==> src/rtl/calculation_unit_fraction_adder_arbiter.sv <==
// calculation_unit_fraction_adder_arbiter
//
// Two-requester round-robin arbiter in front of a fraction adder with a
// single result register. Each requester presents a 1.23 fraction a and a
// 2.47 fraction b. The winning requester's sum is {0, a, 24'd0} + b,
// truncated to 49 bits (2.47), and is registered together with the
// requester id and its opaque tag.
//
// Ports
//   clk             : clock, rising edge
//   reset           : asynchronous active-high reset
//   req_valid[1:0]  : per-requester operand valid
//   req_ready[1:0]  : per-requester accept (one-hot or zero)
//   reqN_fraction_a : 24-bit operand a, 1 integer bit
//   reqN_fraction_b : 49-bit operand b, 2 integer bits
//   reqN_tag        : TAG_WIDTH-bit opaque tag
//   out_valid       : result register holds data
//   out_ready       : downstream accept
//   out_sum         : registered 49-bit sum
//   out_id          : winning requester
//   out_tag         : winning requester's tag
//
// Configuration
//   CALC_UNIT_FRACTION_ADDER_ARBITER_FIXED_PRIORITY_EN
//     defined   : requester 0 always wins a tie, no priority flop
//     undefined : round-robin, the loser of each transfer is favoured next
//
// State | meaning
// ------+---------------------------------------------
// EMPTY | result register holds nothing (out_valid=0)
// FULL  | result register holds a result (out_valid=1)

module calculation_unit_fraction_adder_arbiter #(
    parameter int TAG_WIDTH = 4
) (
    input  logic                 clk,
    input  logic                 reset,
    input  logic [1:0]           req_valid,
    output logic [1:0]           req_ready,
    input  logic [23:0]          req0_fraction_a,
    input  logic [48:0]          req0_fraction_b,
    input  logic [TAG_WIDTH-1:0] req0_tag,
    input  logic [23:0]          req1_fraction_a,
    input  logic [48:0]          req1_fraction_b,
    input  logic [TAG_WIDTH-1:0] req1_tag,
    output logic                 out_valid,
    input  logic                 out_ready,
    output logic [48:0]          out_sum,
    output logic                 out_id,
    output logic [TAG_WIDTH-1:0] out_tag
);

    typedef enum logic {
        ST_EMPTY = 1'b0,
        ST_FULL  = 1'b1
    } state_t;

    state_t      state_q;
    state_t      state_d;
    logic        free;
    logic        prio;
    logic [1:0]  gnt;
    logic        xfer;
    logic        win;
    logic [48:0] sum0;
    logic [48:0] sum1;

    // A pop and a load may share a cycle, so the register is free whenever
    // downstream is taking the current result.
    assign free = (state_q == ST_EMPTY) || out_ready;

`ifdef CALC_UNIT_FRACTION_ADDER_ARBITER_FIXED_PRIORITY_EN
    assign prio = 1'b0;
`else
    always_ff @(posedge clk or posedge reset) begin
        if (reset) begin
            prio <= 1'b0;
        end else if (xfer) begin
            prio <= ~win;
        end
    end
`endif

    // Grant depends only on handshake state and prio, never on operand data.
    // Reset gates the grant so nothing is accepted while it is held.
    always_comb begin
        gnt     = 2'b00;
        state_d = state_q;
        if (!reset && free) begin
            if (req_valid == 2'b11) begin
                gnt = prio ? 2'b10 : 2'b01;
            end else begin
                gnt = req_valid;
            end
        end
        if (|gnt) begin
            state_d = ST_FULL;
        end else if (out_ready) begin
            state_d = ST_EMPTY;
        end
    end

    assign req_ready = gnt;
    assign xfer      = |gnt;
    assign win       = gnt[1];

    assign sum0 = {1'b0, req0_fraction_a, 24'd0} + req0_fraction_b;
    assign sum1 = {1'b0, req1_fraction_a, 24'd0} + req1_fraction_b;

    always_ff @(posedge clk or posedge reset) begin
        if (reset) begin
            state_q <= ST_EMPTY;
        end else begin
            state_q <= state_d;
        end
    end

    always_ff @(posedge clk or posedge reset) begin
        if (reset) begin
            out_sum <= '0;
            out_id  <= 1'b0;
            out_tag <= '0;
        end else if (xfer) begin
            out_sum <= win ? sum1 : sum0;
            out_id  <= win;
            out_tag <= win ? req1_tag : req0_tag;
        end
    end

    assign out_valid = (state_q == ST_FULL);

endmodule

==> config.mk <==
export PLATFORM = sky130hd
export DESIGN_NAME = calculation_unit_fraction_adder_arbiter
export DESIGN_NICKNAME = d
export VERILOG_FILES = /design/src/rtl/calculation_unit_fraction_adder_arbiter.sv
export SDC_FILE = /design/constraint.sdc
export NUM_CORES = 1
export LEC_CHECK = 0
export ABC_CLOCK_PERIOD_IN_PS = 1800
export CAP_MARGIN = 0
export CELL_PAD_IN_SITES_DETAIL_PLACEMENT = 2
export CELL_PAD_IN_SITES_GLOBAL_PLACEMENT = 2
export CORE_MARGIN = 2
export CORE_UTILIZATION = 21
export DETAILED_ROUTE_END_ITERATION = 16
export PLACE_DENSITY_LB_ADDON = 0.3
export RECOVER_POWER = 100
export SYNTH_ARGS = -nofsm -noshare
export SYNTH_HDL_FRONTEND = slang
export SYNTH_SLANG_ARGS = --single-unit
==> constraint.sdc <==
create_clock -name clk -period 1.8 [get_ports clk]
set_input_delay 0.36 -clock clk [delete_from_list [all_inputs] [get_ports clk]]
set_output_delay 0.36 -clock clk [all_outputs]
set_load 0.005 [all_outputs]
# Word level (Yosys, flattened, before mapping)
# Cells that the tools add are included.
# Widths: inputs -> output; s select.
dict set report op_classes {
  addsub 2
  n_eq_ne 1
  muxes 7
  bitwise_logic 2
  reduce_logical 5
}
# op count
set op_table {}
lappend op_table {{$add 48x49->49} 2}
lappend op_table {{$mux 49} 1}
lappend op_table {{$mux 2} 3}
lappend op_table {{$mux 4} 1}
lappend op_table {{$eq 2x2->1 const B} 1}
lappend op_table {{$mux 1} 2}
lappend op_table {{$not 1->1} 2}
lappend op_table {{$reduce_bool 2->1} 1}
lappend op_table {{$reduce_or 2->1} 1}
lappend op_table {{$logic_and 1x1->1} 1}
lappend op_table {{$logic_not 1->1} 1}
lappend op_table {{$logic_or 1x1->1} 1}
dict set report totals {
  register_bits 56
  input_bits 159
  out_inout_bits 57
  wordCells 22
}

# Longest topological paths before layout
dict set report depth {
  word_depth 6
  ltp_mapped 10
  ltp_nobuf 10
}

# Least setup slack after synthesis
# No wires, ideal clock.
dict set report synth_path {
  path_type {in2reg}
  startpoint {input req0_fraction_a[0]}
  endpoint {register out_sum[46]}
  setup_time_ps 104
  t_arrival_ps 2792
  t_required_ps 1696
  path_slack_ps -1096
  cell_stages 10
  n_path_buf 0
  path_cell_list {ha_1 > fa_1 > a211oi_2 > o211ai_2 > a221oi_4 > o311ai_2 > a221o_1 > a31o_1 > xnor2_1 > a221oi_1}
}
dict set report synth_between {
  elab_chain_len 2
}
# item line_no
set synth_lines {}
lappend synth_lines {{from (decl)} 40} ;# input logic [23:0] req0_fraction_a,
lappend synth_lines {{$add 48x49->49} 107} ;# assign sum0 = {1'b0, req0_fraction_a, 24'd0} + req0_fraction_b;
lappend synth_lines {{$mux 49} 124} ;# out_sum <= win ? sum1 : sum0;
lappend synth_lines {{to (signal assigned)} 124}
lappend synth_lines {{to (decl)} 48} ;# output logic [48:0] out_sum,
# Every way passes these cells.
# A chain may end at the register's enable or synchronous reset.

# Worst setup path in the final report
dict set report layout_path {
  startpoint {input req0_fraction_b[24]}
  endpoint {register out_sum[46]}
}
dict set report layout_between {
  elab_chain_len 2
}
# item line_no
set layout_lines {}
lappend layout_lines {{from (decl)} 41} ;# input logic [48:0] req0_fraction_b,
lappend layout_lines {{$add 48x49->49} 107}
lappend layout_lines {{$mux 49} 124}
# Every way passes these cells.

==> impl_metrics.env <==
export IMPL_arrival_ns=3.06
export IMPL_setup_ws_ns=-1.05
export IMPL_yosysWarnings=0
export IMPL_grt_start_max_net_pins=37
export IMPL_timing_final_hold_violations=0
export IMPL_antenna_found_initial=2
export IMPL_crit_fanout=2
export IMPL_grt_ovfl_total=0
export IMPL_portBuffers=215
export IMPL_htree_levels=2
export IMPL_postPlaceCellArea_mm2=0.00829
export IMPL_cts_inserted_buffers=5
export IMPL_netlist_area_mm2=0.00464
export IMPL_min_period_over_period=1.58
export IMPL_p_leak_nw=4.53
export IMPL_nNetsFinal=1154
export IMPL_coreArea_mm2=0.0218
export IMPL_seq_area_frac_synth=0.302
export IMPL_start_kind="input port"
export IMPL_finalSetupViolCount=25
export IMPL_fin_skew_ns=0.00296
export IMPL_run_status="finished with violations"
export IMPL_stdcell_area_mm2=0.0102
export IMPL_grt_first_pass_wirelength_mm=42.5
export IMPL_grt_pass1_vias=7117
export IMPL_synth_cell_types=52
export IMPL_clockBufferDepth=2
export IMPL_synth_cells=550
export IMPL_ys_flop_type="dfrtp_1"
export IMPL_ir_drop_uv=361
export IMPL_finalWirelength_mm=29.7
export IMPL_power_density_mw_per_mm2=749
export IMPL_syn_to_final_growth_pct=120
export IMPL_min_period_ns=2.85
export IMPL_clock_latency_ns=0.31
export IMPL_postRouteAntennaNets=0
export IMPL_drive_above_1_share=0.443
export IMPL_worstSetupPathType="in -> reg"
export IMPL_num_rows=54
export IMPL_drc=0
export IMPL_synth_top_area_share=0.302
export IMPL_avgRoutedWirePerCell_um=24.2
export IMPL_synth_seq_cells=56
export IMPL_start_util=0.213
export IMPL_drt_iter0_drc=226
export IMPL_max_freq_ghz=0.351
export IMPL_worst_pin_slew_ns=1.25
export IMPL_dieArea_mm2=0.0233
export IMPL_numClockSinks=56
export IMPL_die_y_um=153
export IMPL_die_width_um=153
export IMPL_ios=216
export IMPL_drv_cap=0
export IMPL_path_clk_slew_ns=0.08
export IMPL_num_vias=6220
export IMPL_async_flop_share=1.00
export IMPL_synth_fp_nets=759
export IMPL_synth_most_common_cell="nand2_1"
export IMPL_max_slew_margin_rel=0.166
export IMPL_ys_top_cells_by_count="nand2_1 (98), dfrtp_1 (56), a21oi_1 (54)"
export IMPL_min_path_type="in -> reg"
export IMPL_rsz0062_at_grt="true"
export IMPL_place_gp_congestion=0.805
export IMPL_synth_area_top_cells="dfrtp_1 (30%), ha_1 (13%), nand2_1 (7.9%), a21oi_1 (5.8%), a22oi_1 (5.7%)"
export IMPL_endpoint_kind="flop"
export IMPL_cts_root_buf="clkbuf_16"
export IMPL_synth_top_cell_by_area="dfrtp_1"
export IMPL_synth_edf_count=0
export IMPL_grt_usage=0.233
export IMPL_violations="setup timing"
export IMPL_avgSynthCellArea_um2=8.43
export IMPL_critPathRequiredTime_ns=2.01
export IMPL_final_max_slew_viol_count=0
export IMPL_viasPerCell=5.07
export IMPL_cts_tree="built"
export IMPL_firstDrtPassIters=4
export IMPL_post_dp_hpwl_mm=18.6
export IMPL_power_total_w=0.00765
==> cells by family (layout without fill, tap and decap cells) <==
group           count (synthesis)  after routing  share of synthesized area
compound gates                210            210                      0.307
buf+inv                        37            432                     0.0308
mux                             2              2                    0.00432
other cells                     0              2                          0
xor+xnor                       39             39                     0.0736
fa+ha+maj                      50             50                      0.138
simple gates                  156            157                      0.144
flops                          56             56                      0.302
==> final timing paths <==
path / end / slack [ns] / cells after the start / from
max: out_sum[46]$_DFFE_PP0P_ / -1.05 / 11 / req0_fraction_b[24]
min: out_sum[24]$_DFFE_PP0P_ / 0.41 / 4 / req1_fraction_a[0]
max reg2reg: out_sum[48]$_DFFE_PP0P_ / -0.13 / 9 / out_valid$_DFFE_PP0P_
min reg2reg: out_sum[18]$_DFFE_PP0P_ / 0.48 / 2 / out_sum[18]$_DFFE_PP0P_
max in group asynchronous: out_sum[39]$_DFFE_PP0P_ / 0.30 / 4 / reset
min in group asynchronous: out_valid$_DFFE_PP0P_ / 0.67 / 4 / reset
==> sequential cells by signal, summed over array words and instances, names as in the netlist <==
register,cells
out_sum,49
out_tag,4
out_id,1
out_valid,1
prio,1
==> stage by stage <==
stage          setup slack, ns  TNS, ns  hold slack, ns   util  cells
2_1_floorplan           -0.954    -6.10           0.457      -    550
3_3_place_gp             -1.52   -52.76           0.459  0.381   1156
3_5_place_dp             -1.66   -57.38           0.463  0.381   1156
4_1_cts                 -0.867    -7.20           0.397  0.448   1210
5_1_grt                  -1.07   -12.61           0.422  0.469   1228
6_report                 -1.05   -10.12           0.413  0.469   1228
==> layer usage <==
layer | global-route usage | up-vias | routed length, um
met1 | 0.265 | 3117 | 11400
met2 | 0.444 | 218 | 16000
li1 | - | 2820 | -
met4 | 0.0719 | 0 | 1170
met5 | 0 | - | 0
met3 | 0.0347 | 65 | 1150
==> what timing repair did <==
item / in CTS / in global routing
hold buffers: 0 / 0
gates cloned: 3 / 0
pin swaps: 105 / 82
resized for setup: 346 / 133
setup buffers: 47 / 25
endpoints found under the setup margin: 55 / 51
==> final cells by class <==
class,instances,area (um2)
Antenna cell,2,5.00
Clock buffer,5,125
Inverter,14,60.1
Fill cell,2259,11500
Clock inverter,3,68.8
Multi-Input combinational cell,458,4470
Tap cell,280,350
Timing Repair Buffer,410,3730
Sequential cell,56,1400
==> layout by cell type, fill, tap and decap left out, types with 16 or more instances in the layout <==
master and instances:
a21o_1 23, a21oi_2 17, ha_4 36, xor2_1 16, dfrtp_1 56, nand2_1 90, a21oi_1 30, dlygate4sd3_1 55
clkbuf_2 17, a22oi_1 31, buf_6 50, clkdlybuf4s50_1 81, buf_4 152
==> power breakdown <==
part           total (W)  leakage [nW]  internal (W)  switching [W]
Clock            0.00134        0.0944      0.000805       0.000534
Combinational    0.00437          3.77       0.00232        0.00206
Sequential       0.00194         0.668       0.00168       0.000265
Total            0.00765          4.53       0.00480        0.00285
==> critical path: stages <==
cell and delay [ns]:
buf_6 0.10, ha_4 0.16, fa_2 0.39, a211oi_4 0.35, o211ai_4 0.14, a221oi_4 0.37, o311ai_4 0.15, a221o_1 0.37
a31o_1 0.20, xnor2_1 0.14, a221oi_2 0.32
No activity file was read; power rests on OpenSTA's default activity.
